==> src/rtl/activation_pkg.sv <==
// Shared types and constants for the activation pipeline.
package activation_pkg;

   typedef enum logic [1:0] {
      ACT_SIGMOID = 2'd0,
      ACT_TANH    = 2'd1,
      ACT_RELU    = 2'd2,
      ACT_BYPASS  = 2'd3
   } act_mode_e;

   // One LUT step is 2^-4 in input units.
   localparam int unsigned LUT_STEP_SHIFT = 4;

   // Fixed-point 1.0 for a given number of fractional bits.
   function automatic int unsigned act_one(input int unsigned frac_w);
      return 32'd1 << frac_w;
   endfunction

   // First magnitude past the end of the LUT; anything at or above it saturates.
   function automatic int unsigned act_sat(input int unsigned frac_w, input int unsigned lut_aw);
      return 32'd1 << (lut_aw + frac_w - LUT_STEP_SHIFT);
   endfunction

endpackage

==> src/rtl/sigmoid_lut.sv <==
// Registered ROM holding the positive half of the sigmoid, LUT[i] = round(ONE/(1+e^(-i/16))).
module sigmoid_lut
   import activation_pkg::*;
#(
   parameter int DATA_W = 16,
   parameter int FRAC_W = 8,
   parameter int LUT_AW = 7
) (
   input  logic              clk,
   input  logic              en,
   input  logic [LUT_AW-1:0] addr,
   output logic [DATA_W-1:0] data
);

   localparam int DEPTH = 1 << LUT_AW;

   // Table entry evaluated at elaboration; rounding is to nearest.
   function automatic logic [DATA_W-1:0] lut_entry(input int i);
      real x;
      real s;
      x = real'(i) / real'(32'd1 << LUT_STEP_SHIFT);
      s = real'(act_one(FRAC_W)) / (1.0 + $exp(-x));
      return DATA_W'($rtoi(s + 0.5));
   endfunction

   logic [DATA_W-1:0] rom [DEPTH];
   logic [DATA_W-1:0] data_q;

   for (genvar gi = 0; gi < DEPTH; gi++) begin : g_rom
      assign rom[gi] = lut_entry(gi);
   end

   // Synchronous read; holds its output whenever the pipeline is stalled.
   always_ff @(posedge clk) begin
      if (en) data_q <= rom[addr];
   end

   assign data = data_q;

endmodule

==> src/rtl/activation_pipe.sv <==
// Three-stage multi-lane activation unit (sigmoid / tanh / ReLU / bypass) with
// valid/ready on both sides. Tanh reuses the sigmoid table via tanh(x) = 2*sig(2x) - 1.
module activation_pipe
   import activation_pkg::*;
#(
   parameter int DATA_W = 16,
   parameter int FRAC_W = 8,
   parameter int LANES  = 1,
   parameter int LUT_AW = 7
) (
   input  logic                    clk,
   input  logic                    rst,
   input  logic                    in_valid,
   output logic                    in_ready,
   input  logic [1:0]              in_mode,
   input  logic [LANES*DATA_W-1:0] in_data,
   output logic                    out_valid,
   input  logic                    out_ready,
   output logic [LANES*DATA_W-1:0] out_data
);

   localparam int IDX_LSB = FRAC_W - int'(LUT_STEP_SHIFT);
   localparam logic [DATA_W-1:0] ONE_W = DATA_W'(act_one(FRAC_W));
   localparam logic [DATA_W+1:0] ONE_X = (DATA_W+2)'(act_one(FRAC_W));
   localparam logic [DATA_W:0]   SAT_X = (DATA_W+1)'(act_sat(FRAC_W, LUT_AW));

   logic      adv;
   logic      s1_valid_q, s2_valid_q, s3_valid_q;
   act_mode_e s1_mode_q, s2_mode_q;
   act_mode_e in_mode_e;

   // The whole pipe moves together; it only stops when a result is waiting.
   assign adv       = ~s3_valid_q | out_ready;
   assign in_ready  = adv;
   assign out_valid = s3_valid_q;
   assign in_mode_e = act_mode_e'(in_mode);

   // Stage valid bits and the mode that travels alongside each transaction.
   always_ff @(posedge clk) begin
      if (rst) begin
         s1_valid_q <= 1'b0;
         s2_valid_q <= 1'b0;
         s3_valid_q <= 1'b0;
         s1_mode_q  <= ACT_SIGMOID;
         s2_mode_q  <= ACT_SIGMOID;
      end else if (adv) begin
         s1_valid_q <= in_valid;
         s2_valid_q <= s1_valid_q;
         s3_valid_q <= s2_valid_q;
         if (in_valid)   s1_mode_q <= in_mode_e;
         if (s1_valid_q) s2_mode_q <= s1_mode_q;
      end
   end

   for (genvar gi = 0; gi < LANES; gi++) begin : g_lane
      logic [DATA_W-1:0] x;
      logic [DATA_W-1:0] a;
      logic [DATA_W:0]   b;
      logic              sat_d;
      logic [LUT_AW-1:0] idx_d;
      logic              s1_sat_q, s2_sat_q;
      logic [LUT_AW-1:0] s1_idx_q;
      logic [DATA_W-1:0] s1_x_q, s2_x_q;
      logic [DATA_W-1:0] r;
      logic [DATA_W+1:0] t2;
      logic [DATA_W-1:0] t;
      logic              neg;
      logic [DATA_W-1:0] res_d;
      logic [DATA_W-1:0] out_q;

      // Magnitude, saturation and table index; 0x8000 negates to itself and saturates.
      always_comb begin
         x = in_data[gi*DATA_W +: DATA_W];
         a = x[DATA_W-1] ? -x : x;
         b = {a, 1'b0};
         if (in_mode_e == ACT_TANH) begin
            sat_d = (b >= SAT_X);
            idx_d = b[IDX_LSB +: LUT_AW];
         end else begin
            sat_d = ({1'b0, a} >= SAT_X);
            idx_d = a[IDX_LSB +: LUT_AW];
         end
      end

      // Lane registers for S1 and S2; each loads only when a live transaction enters it.
      always_ff @(posedge clk) begin
         if (rst) begin
            s1_sat_q <= 1'b0;
            s1_idx_q <= '0;
            s1_x_q   <= '0;
            s2_sat_q <= 1'b0;
            s2_x_q   <= '0;
         end else if (adv) begin
            if (in_valid) begin
               s1_sat_q <= sat_d;
               s1_idx_q <= idx_d;
               s1_x_q   <= x;
            end
            if (s1_valid_q) begin
               s2_sat_q <= s1_sat_q;
               s2_x_q   <= s1_x_q;
            end
         end
      end

      sigmoid_lut #(
         .DATA_W (DATA_W),
         .FRAC_W (FRAC_W),
         .LUT_AW (LUT_AW)
      ) u_lut (
         .clk  (clk),
         .en   (adv),
         .addr (s1_idx_q),
         .data (r)
      );

      // Rebuild the signed result from the table value, the sign and the mode.
      always_comb begin
         neg = s2_x_q[DATA_W-1];
         t2  = {1'b0, r, 1'b0} - ONE_X;
         if (s2_sat_q)          t = ONE_W;
         else if (t2[DATA_W+1]) t = '0;
         else if (t2 > ONE_X)   t = ONE_W;
         else                   t = t2[DATA_W-1:0];
         case (s2_mode_q)
            ACT_SIGMOID: begin
               if (s2_sat_q) res_d = neg ? '0 : ONE_W;
               else          res_d = neg ? (ONE_W - r) : r;
            end
            ACT_TANH: res_d = neg ? -t : t;
            ACT_RELU: res_d = neg ? '0 : s2_x_q;
            default:  res_d = s2_x_q;
         endcase
      end

      // Output register; holds while the consumer stalls.
      always_ff @(posedge clk) begin
         if (rst)                    out_q <= '0;
         else if (adv && s2_valid_q) out_q <= res_d;
      end

      assign out_data[gi*DATA_W +: DATA_W] = out_q;
   end

endmodule
==> config.mk <==
export PLATFORM = sky130hd
export DESIGN_NAME = activation_pipe
export DESIGN_NICKNAME = d
export VERILOG_FILES = /design/src/rtl/activation_pkg.sv /design/src/rtl/sigmoid_lut.sv /design/src/rtl/activation_pipe.sv
export SDC_FILE = /design/constraint.sdc
export NUM_CORES = 1
export LEC_CHECK = 0
export BUFFER_PORTS_ARGS = -buffer_cell sky130_fd_sc_hd__buf_2
export CAP_MARGIN = 20
export CORE_ASPECT_RATIO = 0.6
export CORE_MARGIN = 2
export CORE_UTILIZATION = 60
export DETAILED_ROUTE_END_ITERATION = 8
export HOLD_SLACK_MARGIN = 0.1
export PLACE_DENSITY = 0.9
export SYNTH_ARGS = -nofsm -noshare
export SYNTH_HDL_FRONTEND = slang
export SYNTH_SLANG_ARGS = --single-unit
==> constraint.sdc <==
create_clock -name clk -period 3.5 [get_ports clk]
set_clock_uncertainty 0.1 [all_clocks]
set_input_delay 0.525 -clock clk [delete_from_list [all_inputs] [get_ports clk]]
set_output_delay 0.525 -clock clk [all_outputs]
set_load 0.02 [all_outputs]
==> summary.md <==
| Metric | Value |
|---|---|
| Run status | complete, no violations |
| Fraction of final layout cells sized beyond drive strength 1 | ~12% |
| Instance area at placement | 4630 um^2 |
| Type of the setup path with the least slack | reg -> reg |
| CTS sink count | 73 |
| Avg WL per Cell | 17.2 um |
| Total area of multi-input combinational cells | between 2000 and 3000 um^2 |
| CTS Buf Count | 9 |
| Time the worst path needs with I/O delays and setup | 3.12 ns |
| Count of port buffers added during placement | 39 |
| Number of global-route vias before repair | 4,159 |
| Kind of end point of the critical path | register |
| Post-CTS setup-driven buffer insertion count | 0 |
| Hold Startpoint | in_mode[1] |
| Setup repair after global routing missed its margin | false |
| Pleak | 1.85 nW |
| Number of buffers inserted for hold repair after clock tree synthesis | 0 |
| Via Count | around 4,600 |
| Most common flop cell mapped by yosys | sky130_fd_sc_hd__dfxtp_1 |
| Syn-to-layout area delta | 10.8% |
| First-pass GRT wire length | 20.4 mm |
| Post-synthesis register bit count | 73 |
| Io pins | 40 |
| Area of the core region | 7240 um^2 |
| Final number of hold-violating endpoints | 0 |
| Setup Viol. Count Final | 0 |
| Chip height | between 70 and 80 um |
| Leading cell type in the layout, fill and taps excluded | sky130_fd_sc_hd__nand2_1 |
| Portion of synthesized cell area occupied by the leading cell type | 28.7% |
| Leading cell types in the layout, fill and taps excluded | sky130_fd_sc_hd__nand2_1, sky130_fd_sc_hd__a21oi_1, sky130_fd_sc_hd__dfxtp_1 |
| Final Cycle Share | between 80% and 90% |
| Worst-skew pair later-pin latency | 0.34 ns |
| Synth Cell Area | 4460 um^2 |
| Maximum number of pins on one net before global-route repair | just over 40 |
| Initial antenna violation count | 0 |
| Clock slew seen by the registers of the worst setup and hold paths | 0.06 ns |
| Synth Warn # | 0 |
| Initial cell density of the core | just over 60% |
| Count of fill cells added during filler insertion | 603 |
| Fraction of synthesis flops using an asynchronous set or reset pin | 0% |
| Post-DR vias/cell | 6.49 |
| GP Congestion | 0.927 |
| Leading area contributor after synthesis | sky130_fd_sc_hd__dfxtp_1 |
| Die Footprint | 8160 um^2 |
| Slack of the worst reg-to-reg path | 0.38 ns |
| Final Routed Wirelength | 12.3 mm |
| Number of search-and-repair iterations in the first detailed-routing pass | 8 |
| Capture endpoint of the worst hold path | s1_mode_q[1]$_SDFFE_PP0P_ |
| Post-Syn Instances | 596 |
| Maximum operating frequency | 0.320 GHz |
| Slew Limit Fails | 0 |
| Antenna violation net count after detailed routing | 0 |
| CTS tree | built |
| Sum Neg Setup Slack | 0 ns |
| Overall Global Routing Usage | between 30% and 40% |
| Top fanout value on the critical path | 6 |
| Required arrival time at the worst endpoint | 3.65 ns |
| CP arrival | about 3.3 ns |
| Quantity of gates resized following cts | 0 |
| Mean area per synthesized cell | 7.48 um^2 |
| Floorplan row count | 24 |
| Clock root buffer | sky130_fd_sc_hd__clkbuf_16 |
| Area used by sequential logic in the layout | 1550 um^2 |
| Critical path launch point type | register |
| Iter 0 DRT Violations | 576 |
| Worst-Margin Slew | 1.10 ns |
| Dominant cells by area after synthesis | sky130_fd_sc_hd__dfxtp_1, sky130_fd_sc_hd__nand2_1, sky130_fd_sc_hd__a21oi_1 |
| Die X | 115 um |
| Post-route cell area | 4940 um^2 |
| Core utilization of the finished layout | between 60% and 70% |
| HP Class | in -> reg |
| Worst hold margin | roughly 0.35 ns |
| GRT overflow | 0 |
| Number of distinct library cells after synthesis | 71 |
| Final net count | 636 |
| Net count of the mapped netlist | 629 |
| Clock buffer depth | 2 |
| DP HPWL | 8.69 mm |
| Number of enable-type register cells in the synthesized netlist | 9 |
| Power density normalized to cell area | a little under 500 nW/um^2 |
| Depth of the CTS H-tree | 3 |
| Count of unresolved DRC violations after routing | 0 |
| Worst supply voltage drop on vdd | approximately 430 uV |
| Antenna cell count | 0 |
| Number of maximum-capacitance constraint violations | 0 |
| R2R depth | 12 |
| Hold Path Cell Cnt | 3 |
| Worst flop-to-flop path endpoint | out_data[5]$_SDFFE_PP0P_ |
| Share of synthesized area occupied by flip-flops and latches | 34.8% |
| Worst slew margin | 26.5% |
| Critical R2R Launch | g_lane[0].u_lut.data[0]$_DFFE_PN_ |
[kinds of logic after synthesis]
logic type	synth area share [%]
compound gates	26.1
fa+ha+maj	3.31
xor+xnor	1.37
simple gates	27.1
buf+inv	5.67
flops	34.8
mux	1.65
[area by class of cell]
class | instances | area share [%]
inverter | 17 | 1.29
multi-input combinational | 458 | 53.7
timing repair buffer | 44 | 4.71
clock inverter | 7 | 1.70
tap | 104 | 2.63
clock buffer | 9 | 4.56
sequential | 73 | 31.4
[through the flow]
stage,instances,total power [W],setup slack [ns]
after floorplan,596,0.00132,0.798
after global placement,696,0.00143,0.563
after detailed placement,696,0.00144,0.405
after CTS,712,0.00239,0.383
after global routing,712,0.00249,0.0880
final,712,0.00239,0.375
[report_power, final]
part	switching, W	internal (W)	total (W)
Clock	0.000391	0.000565	0.000957
Sequential	0.0000863	0.000909	0.000995
Combinational	0.000270	0.000173	0.000443
Total	0.000747	0.00165	0.00239
[worst max-delay path, cell delays in order (launching register included)]
cell and delay (ns):
sky130_fd_sc_hd__edfxtp_1 0.48, sky130_fd_sc_hd__inv_1 0.10, sky130_fd_sc_hd__ha_1 0.17, sky130_fd_sc_hd__or3b_4 0.42, sky130_fd_sc_hd__nor3_4 0.22, sky130_fd_sc_hd__a41o_1 0.35, sky130_fd_sc_hd__nand2_1 0.10, sky130_fd_sc_hd__ha_1 0.26
sky130_fd_sc_hd__nor2b_1 0.26, sky130_fd_sc_hd__nor2_1 0.08, sky130_fd_sc_hd__a21oi_1 0.15, sky130_fd_sc_hd__nand3_1 0.08, sky130_fd_sc_hd__a211oi_1 0.25
[layer usage]
metal	vias to the layer above	share of wire [%]	track usage [%]	routed length (um)
li1	2170	-	-	-
met1	2125	43	43.8	5240
met2	290	42	45.9	5170
met3	39	13	11.8	1540
met4	0	2.6	9.50	318
met5	-	0	0	0
[sequential cells by signal, summed over array words and instances (netlist names)]
| register | count |
|---|---|
| g_lane.u_lut.data | 9 |
| g_lane.s2_sat_q | 1 |
| s1_valid_q | 1 |
| g_lane.s1_x_q | 16 |
| out_data | 16 |
| s2_valid_q | 1 |
| g_lane.s1_sat_q | 1 |
| s1_mode_q | 2 |
| s2_mode_q | 2 |
| out_valid | 1 |
| g_lane.s2_x_q | 16 |
| g_lane.s1_idx_q | 7 |
[cells in the mapped netlist, types with 3 or more instances]
library cell / count
sky130_fd_sc_hd__and2_1: 3
sky130_fd_sc_hd__nand3_1: 16
sky130_fd_sc_hd__dfxtp_1: 64
sky130_fd_sc_hd__buf_2: 4
sky130_fd_sc_hd__nand4_1: 5
sky130_fd_sc_hd__clkbuf_1: 41
sky130_fd_sc_hd__mux2i_1: 4
sky130_fd_sc_hd__a21oi_1: 66
sky130_fd_sc_hd__or3_1: 5
sky130_fd_sc_hd__a22oi_1: 7
sky130_fd_sc_hd__a211oi_1: 13
sky130_fd_sc_hd__xnor2_1: 7
sky130_fd_sc_hd__o22ai_1: 3
sky130_fd_sc_hd__o21ai_1: 4
sky130_fd_sc_hd__nand2_1: 128
sky130_fd_sc_hd__o2111ai_1: 4
sky130_fd_sc_hd__nand2b_1: 11
sky130_fd_sc_hd__inv_1: 16
sky130_fd_sc_hd__o21ai_0: 17
sky130_fd_sc_hd__a221o_1: 3
sky130_fd_sc_hd__mux2_2: 3
sky130_fd_sc_hd__o211ai_1: 9
sky130_fd_sc_hd__nor2_1: 42
sky130_fd_sc_hd__nor3_1: 13
sky130_fd_sc_hd__nor2b_1: 8
sky130_fd_sc_hd__nor4_1: 3
sky130_fd_sc_hd__o31ai_1: 7
sky130_fd_sc_hd__ha_1: 11
sky130_fd_sc_hd__edfxtp_1: 9
sky130_fd_sc_hd__a211o_1: 3
sky130_fd_sc_hd__o41ai_1: 3
sky130_fd_sc_hd__and3_1: 3
sky130_fd_sc_hd__a221oi_1: 8
sky130_fd_sc_hd__nand3b_1: 3
sky130_fd_sc_hd__a31oi_1: 6
[worst max-delay path by stage]
stage,start,to,slack (ns)
6_report,g_lane[0].u_lut.data[0]$_DFFE_PN_,out_data[5]$_SDFFE_PP0P_,0.38
3_3_place_gp,g_lane[0].u_lut.data[0]$_DFFE_PN_,out_data[7]$_SDFFE_PP0P_,0.56
2_1_floorplan,g_lane[0].u_lut.data[0]$_DFFE_PN_,out_data[5]$_SDFFE_PP0P_,0.80
5_1_grt,g_lane[0].u_lut.data[0]$_DFFE_PN_,out_data[5]$_SDFFE_PP0P_,0.09
3_5_place_dp,g_lane[0].u_lut.data[0]$_DFFE_PN_,out_data[5]$_SDFFE_PP0P_,0.40
4_1_cts,g_lane[0].u_lut.data[0]$_DFFE_PN_,out_data[5]$_SDFFE_PP0P_,0.38
No activity file was read; power rests on OpenSTA's default activity.
